===== config.mk =====
export PLATFORM = sky130hd
export DESIGN_NAME = pc_gen
export DESIGN_NICKNAME = d
export VERILOG_FILES = /design/src/rtl/pc_gen.sv
export SDC_FILE = /design/constraint.sdc
export NUM_CORES = 1
export LEC_CHECK = 0
export ABC_AREA = 1
export CAP_MARGIN = 20
export CORE_MARGIN = 5
export CORE_UTILIZATION = 50
export DETAILED_ROUTE_END_ITERATION = 10
export PLACE_DENSITY = 0.75
export SYNTH_ARGS = -nofsm -noshare
export SYNTH_HDL_FRONTEND = slang
export SYNTH_SLANG_ARGS = --single-unit

===== constraint.sdc =====
create_clock -name i_clk -period 3.3 [get_ports i_clk]
set_input_delay 0.495 -clock i_clk [delete_from_list [all_inputs] [get_ports i_clk]]
set_output_delay 0.495 -clock i_clk [all_outputs]
set_load 0.03 [all_outputs]

===== src/rtl/pc_gen.sv =====
// pc_gen -- program-counter generator with optional return-address stack.
//
// Produces the fetch PC each cycle: sequential advance by INC, absolute or
// PC-relative redirects, and (optionally) call/return through a small
// circular return-address stack. Any next PC that leaves the instruction
// memory window halts the block until reset.
//
// Configuration macro: PC_GEN_RAS_EN -- when defined, the return-address
// stack is built; otherwise i_call/i_ret are ignored, o_ras_empty=1 and
// o_ras_err=0.
//
// Ports:
//   i_clk        clock, all state on rising edge
//   i_rst_n      synchronous active-low reset
//   i_en         advance enable (0 = stall)
//   i_redir      redirect request
//   i_redir_abs  1 = absolute target, 0 = PC-relative signed offset
//   i_redir_val  target address or two's-complement offset
//   i_call       push PC+INC when a redirect is taken
//   i_ret        pop stack top into PC
//   o_pc         current PC
//   o_pc_valid   o_pc is fetchable (RUN state)
//   o_overflow   sticky out-of-range flag (block halted)
//   o_ras_empty  stack holds no entries
//   o_ras_err    one-cycle pulse on return from an empty stack
module pc_gen #(
  parameter int ADDR_WIDTH = 32,
  parameter int IMEM_AW    = 12,
  parameter int INC        = 4,
  parameter int RAS_DEPTH  = 4
) (
  input  logic                  i_clk,
  input  logic                  i_rst_n,
  input  logic                  i_en,
  input  logic                  i_redir,
  input  logic                  i_redir_abs,
  input  logic [ADDR_WIDTH-1:0] i_redir_val,
  input  logic                  i_call,
  input  logic                  i_ret,
  output logic [ADDR_WIDTH-1:0] o_pc,
  output logic                  o_pc_valid,
  output logic                  o_overflow,
  output logic                  o_ras_empty,
  output logic                  o_ras_err
);

  localparam int AWX = ADDR_WIDTH + 1;

  typedef enum logic [1:0] {
    ST_BOOT = 2'd0,
    ST_RUN  = 2'd1,
    ST_HALT = 2'd2
  } state_t;

  state_t                state_r, state_nxt_s;
  logic [ADDR_WIDTH-1:0] pc_r, pc_nxt_s;
  logic                  valid_r, overflow_r, overflow_nxt_s;
  logic                  ras_err_r, ras_err_nxt_s;
  logic                  adv_s;

  // Candidate next-PC values, one extra bit to catch carry/borrow.
  logic [ADDR_WIDTH:0]   seq_sum_s, rel_sum_s, abs_sum_s, cand_s;
  logic                  oor_s;

  // Stack view shared with the next-PC selection.
  logic                  ret_act_s, ret_hit_s, ret_miss_s;
  logic [ADDR_WIDTH-1:0] ras_top_s;

  assign seq_sum_s = {1'b0, pc_r} + AWX'(INC);
  // Sign-extending the offset makes bit ADDR_WIDTH flag both carry and borrow.
  assign rel_sum_s = {1'b0, pc_r} + {i_redir_val[ADDR_WIDTH-1], i_redir_val};
  assign abs_sum_s = {1'b0, i_redir_val};

`ifdef PC_GEN_RAS_EN
  localparam int SPW  = $clog2(RAS_DEPTH);
  localparam int CNTW = SPW + 1;

  logic [ADDR_WIDTH-1:0] ras_r [RAS_DEPTH];
  logic [SPW-1:0]        sp_r;       // next write slot; top is sp_r-1
  logic [CNTW-1:0]       cnt_r;      // live entries, saturates at RAS_DEPTH
  logic [SPW-1:0]        top_idx_s;

  assign top_idx_s  = sp_r - SPW'(1);
  assign ras_top_s  = ras_r[top_idx_s];
  assign ret_act_s  = i_ret;
  assign ret_hit_s  = i_ret & (cnt_r != CNTW'(0));
  assign ret_miss_s = i_ret & (cnt_r == CNTW'(0));
  assign o_ras_empty = (cnt_r == CNTW'(0));

  // Stack pointer and occupancy; the circular pointer makes a full push
  // overwrite the oldest entry.
  always_ff @(posedge i_clk) begin
    if (!i_rst_n) begin
      sp_r  <= '0;
      cnt_r <= '0;
    end else if (adv_s) begin
      if (ret_hit_s && !i_call) begin
        sp_r  <= top_idx_s;
        cnt_r <= cnt_r - CNTW'(1);
      end else if (!ret_act_s && i_redir && i_call) begin
        sp_r <= sp_r + SPW'(1);
        if (cnt_r != CNTW'(RAS_DEPTH)) begin
          cnt_r <= cnt_r + CNTW'(1);
        end
      end
    end
  end

  // Stack storage; contents need no reset.
  always_ff @(posedge i_clk) begin
    if (i_rst_n && adv_s) begin
      if (ret_hit_s && i_call) begin
        ras_r[top_idx_s] <= seq_sum_s[ADDR_WIDTH-1:0];
      end else if (!ret_act_s && i_redir && i_call) begin
        ras_r[sp_r] <= seq_sum_s[ADDR_WIDTH-1:0];
      end
    end
  end
`else
  logic unused_s;
  assign unused_s    = i_call ^ i_ret;
  assign ret_act_s   = 1'b0;
  assign ret_hit_s   = 1'b0;
  assign ret_miss_s  = 1'b0;
  assign ras_top_s   = '0;
  assign o_ras_empty = 1'b1;
`endif

  // Next-PC selection: return, then redirect, then sequential.
  always_comb begin
    cand_s = seq_sum_s;
    if (ret_hit_s) begin
      cand_s = {1'b0, ras_top_s};
    end else if (ret_act_s) begin
      cand_s = seq_sum_s;
    end else if (i_redir) begin
      cand_s = i_redir_abs ? abs_sum_s : rel_sum_s;
    end else begin
      cand_s = seq_sum_s;
    end
  end

  assign oor_s = |cand_s[ADDR_WIDTH:IMEM_AW];

  // Control FSM: next state, next PC and flag updates.
  always_comb begin
    state_nxt_s    = state_r;
    pc_nxt_s       = pc_r;
    overflow_nxt_s = overflow_r;
    ras_err_nxt_s  = 1'b0;
    adv_s          = 1'b0;
    case (state_r)
      ST_BOOT: begin
        state_nxt_s = ST_RUN;
        pc_nxt_s    = '0;
      end
      ST_RUN: begin
        if (i_en) begin
          ras_err_nxt_s = ret_miss_s;
          if (oor_s) begin
            state_nxt_s    = ST_HALT;
            overflow_nxt_s = 1'b1;
          end else begin
            pc_nxt_s = cand_s[ADDR_WIDTH-1:0];
            adv_s    = 1'b1;
          end
        end else begin
          pc_nxt_s = pc_r;
        end
      end
      ST_HALT: begin
        state_nxt_s = ST_HALT;
      end
      default: begin
        state_nxt_s    = ST_BOOT;
        pc_nxt_s       = '0;
        overflow_nxt_s = 1'b0;
      end
    endcase
  end

  // State and registered outputs.
  always_ff @(posedge i_clk) begin
    if (!i_rst_n) begin
      state_r    <= ST_BOOT;
      pc_r       <= '0;
      valid_r    <= 1'b0;
      overflow_r <= 1'b0;
      ras_err_r  <= 1'b0;
    end else begin
      state_r    <= state_nxt_s;
      pc_r       <= pc_nxt_s;
      valid_r    <= (state_nxt_s == ST_RUN);
      overflow_r <= overflow_nxt_s;
      ras_err_r  <= ras_err_nxt_s;
    end
  end

  assign o_pc       = pc_r;
  assign o_pc_valid = valid_r;
  assign o_overflow = overflow_r;
  assign o_ras_err  = ras_err_r;

endmodule

==> results of run 1 <==
==> sequential cells by signal, indices dropped and copies added (netlist names) <==
signal	flops
state_r	2
o_pc	32
o_pc_valid	1
o_overflow	1
==> worst min-delay path: cells and delay by family, from the launching register on <==
kind          cells  cell delay (ns)
flops             1             0.31
simple gates      2             0.10
==> per-stage QoR <==
stage / instance area (um^2) / worst slack (ns) / hold WS (ns)
2_1_floorplan: 5320 / 0.488 / 0.452
3_3_place_gp: 6830 / -0.323 / 0.438
3_5_place_dp: 6830 / -0.371 / 0.442
4_1_cts: 6950 / 0.0119 / 0.460
5_1_grt: 7500 / -0.0216 / 0.488
6_report: 7500 / 0.159 / 0.459
==> cell usage in the layout (no fill, tap or decap), drive strengths merged <==
cell type	instances
nand2	364
inv	182
nor2	143
buf	100
nand3	86
clkdlybuf4s50	58
a21oi	39
nor3	38
o21ai	37
dfxtp	36
ha	33
nand4	19
dlymetal6s2s	12
xnor2	8
xor2	7
clkbuf	6
or2	3
o211ai	3
clkinv	3
a211oi	2
a21o	2
nand3b	2
conb	2
nor3b	2
nor4	2
diode	1
a221oi	1
o22ai	1
and3	1
and2	1
or3	1
fa	1
==> power groups by stage <==
stage / Sequential, mW / Combinational (mW) / Clock, mW
final: 0.487 / 0.949 / 0.341
after global routing: 0.489 / 1.03 / 0.364
after CTS: 0.479 / 0.820 / 0.345
after detailed placement: 0.489 / 0.801 / 0
after global placement: 0.489 / 0.798 / 0
after floorplan: 0.533 / 0.423 / 0
==> logic make-up (layout without fill, tap and decap cells) <==
family / Yosys count / count (layout)
and+or+nand+nor: 660 / 662
buffers and inverters: 201 / 361
AOI/OAI and AO/OA: 85 / 85
DFF: 36 / 36
adders and majority gates: 34 / 34
xor gates and xnor gates: 15 / 15
other: 2 / 3
==> layout make-up <==
| type | count | area [um^2] | share of cell area [%] |
|---|---|---|---|
| timing repair inverter | 2 | 20.0 | 0.267 |
| multi-input combinational | 798 | 4300 | 57.4 |
| clock buffer | 6 | 82.6 | 1.10 |
| timing repair buffer | 170 | 1500 | 20.0 |
| tap | 136 | 170 | 2.27 |
| sequential | 36 | 721 | 9.60 |
| antenna | 1 | 2.50 | 0.0333 |
| clock inverter | 2 | 10.0 | 0.133 |
| inverter | 181 | 692 | 9.22 |
==> repair_timing <==
| item | CTS | global route |
|---|---|---|
| gates cloned | 1 | 3 |
| setup buffers | 0 | 2 |
| resized for setup | 3 | 112 |
| pin swaps | 0 | 17 |
| endpoints found under the setup margin | 24 | 36 |
==> worst min-delay path by stage <==
stage,endpoint,slack (ns),start,cells past startpoint
global route,o_overflow,0.49,o_overflow,2
CTS,o_overflow,0.46,o_overflow,2
detailed placement,o_overflow,0.44,o_overflow,2
floorplan,o_pc_valid,0.45,state_r[1],1
finish,o_overflow,0.46,o_overflow,2
global placement,o_overflow,0.44,o_overflow,2
==> routing by layer <==
| metal | up-vias | track usage [%] | share of wire (%) |
|---|---|---|---|
| met5 | - | 0 | 0 |
| met4 | 0 | 9.70 | 2.7 |
| met3 | 34 | 3.48 | 8.8 |
| met2 | 309 | 45.7 | 44 |
| met1 | 3082 | 43.3 | 45 |
| li1 | 3550 | - | - |
==> flow_summary.yaml, run 1 <==
synthesis:
  syn_inst: 1033
  synth_edf_count: 0
  synth.top_cell.area_share_pct: 25.4
  synth.mux.area_fraction_pct: 0
  synth_cell_type_count: 43
  yosysSeqAreaShare_pct: 13.5
  ys_top_cells_by_area: "nand2_1, dfxtp_1, inv_1, nor2_1, nand3_1"
  postSynth.topFlopCell: "dfxtp_1"
  ys_ff_latch: 36
  share_of_the_synthesized_area_in_compound_gates_ao_oa_aoi_oai_pct: 8.42
  synth.most_common_cell: "nand2_1"
  synth.yosys.warnings: 0
  syn_area_per_cell_um2: 5.15
  yosys-top-cells-count: "nand2_1, inv_1, nor2_1"
  synth_fp_nets: 1106
  synth_xor_xnor_area_share_pct: 2.47
  ys_async_sr_fraction_pct: 0
  yosys.area_share.simple_pct: 52.3
  synthAdderAreaFrac_pct: 8.14
  synth_top_cell_by_area: "nand2_1"
  syn_area_mm2: 0.00532
  synth_top_family_by_area: "simple AND/OR/NAND/NOR gates"
power:
  power.internal_mw: 1.02
  vdd_drop_max_uv: 321
  power_frac_clock_pct: 19.2
  pwr-share-seq_pct: 27.4
  combinational_fraction_of_design_power_pct: 53.4
  netSwitchingPower_mw: 0.756
  power_leakage_nw: 3.88
  report.power.total_mw: 1.78
  power.density_cell_area_mw_per_mm2: 237
  sw_frac_of_total_pct: 42.6
sta:
  timing_max_transition_violations_final: 0
  setup_viol: 0
  setup_total_negative_slack_ns: 0
  slew_headroom_pct: 47.1
  fmax_mhz: 318
  final.setup_skew_ns: 0.00509
  min_period_ns: 3.14
  finalCritPeriodShare_pct: 95.2
  worst_pin_slew_ns: 0.790
  hold_viol: 0
critical_path:
  path_cells: "clkdlybuf4s50_1, ha_1, nand2_1, inv_1, nand2_1, nand2_1, inv_1, nand2_1, a21oi_1, nand2_1, nand2_1, nand3_1, nand2_1, nand2_1, nor2_1, nand2_1, nor2_2, nand3_4, nand2_8, nand2_4, inv_6, nor2_1, nor2_1"
  critical_path.slowest_cell: "clkdlybuf4s50_1"
  cp_data_required_time_ns: 3.55
  critPathMaxFanout: 6
  setup.worst_path.end: "o_pc[10]"
  cp.depth: 23
  slowest_delay_ns: 0.43
  regToRegSetupSlack_ns: 0.33
  critPathBufInv: 4
  reg2reg_to: "o_pc[10]"
  timing.critical_path.from_type: "primary input"
  arrival_ns: 3.39
  path_delay_family: "simple AND/OR/NAND/NOR gates"
  worst_r2r_path_depth: 22
  worst_setup_path_end_kind: "flip-flop"
  timing.critical_path.from: "i_redir_val[19]"
  cp_common_cell: "nand2_1"
  worst_setup_path_category: "in2reg"
  reg2reg_from: "o_pc[19]"
grt:
  grt_pass1_wl_mm: 30.3
  grt.total_usage_pct: 29.8
  grt_remaining_overflow: 0
  antenna_violations_before_repair: 1
  maximum_number_of_pins_on_one_net_before_global_route_repair: 50
  vias_in_the_first_global_route: 6116
drt:
  routed_wire_length_per_instance_um: 15.3
  dr_total_vias: 6975
  vias_per_cell: 5.24
  drt-initial-drc-count: 665
  drt_pre_antenna_iters: 5
  detail_route.drc_violations: 0
  postRouteWirelength_mm: 20.4
  antenna_violating_nets_post_route: 0
floorplan:
  initial_utilization_pct: 51.3
  std_cell_rows: 37
  die_height_um: 113
  fp.dieArea_mm2: 0.0128
  coreArea_mm2: 0.0104
  horizontal_die_dimension_um: 113
  pin_count: 75
clock_tree:
  cts_root_buffer: "clkbuf_8"
  postCtsHoldBufs: 0
  clock_sinks: 36
  clock_insertion_delay_worst_skew_ns: 0.31
  cts.htree.levels: 2
  cts-buffers-inserted: 5
  clock_tree_from_tritoncts: "built"
  cts_buffer_depth: 2
  path_clk_slew_ns: 0.07
place:
  detailed_place_hpwl_mm: 16.0
  port_buffers: 70
  placed_instance_count: 1317
  final_gp_congestion: 0.956
job:
  cap_violations: 0
hold_path:
  worst_hold_path_type: "reg2reg"
finish:
  nNetsFinal: 1267
  fillers: 920
  utilization_pct: 72.4
  final_instance_count_without_filler_cells: 1332
  syn_to_final_growth_pct: 41.0
  final_layout_size_suffix_gt1_share_pct: 17.7
outcome:
  run_status: "complete, no violations"
Power figures use the tool's default switching activity.
==> run 2, diff against run 1 <==
CAP_MARGIN = 15   (was 20)
==> results of run 2 <==
Same layout as run 1: the final DEF is identical, and so are final timing and power.
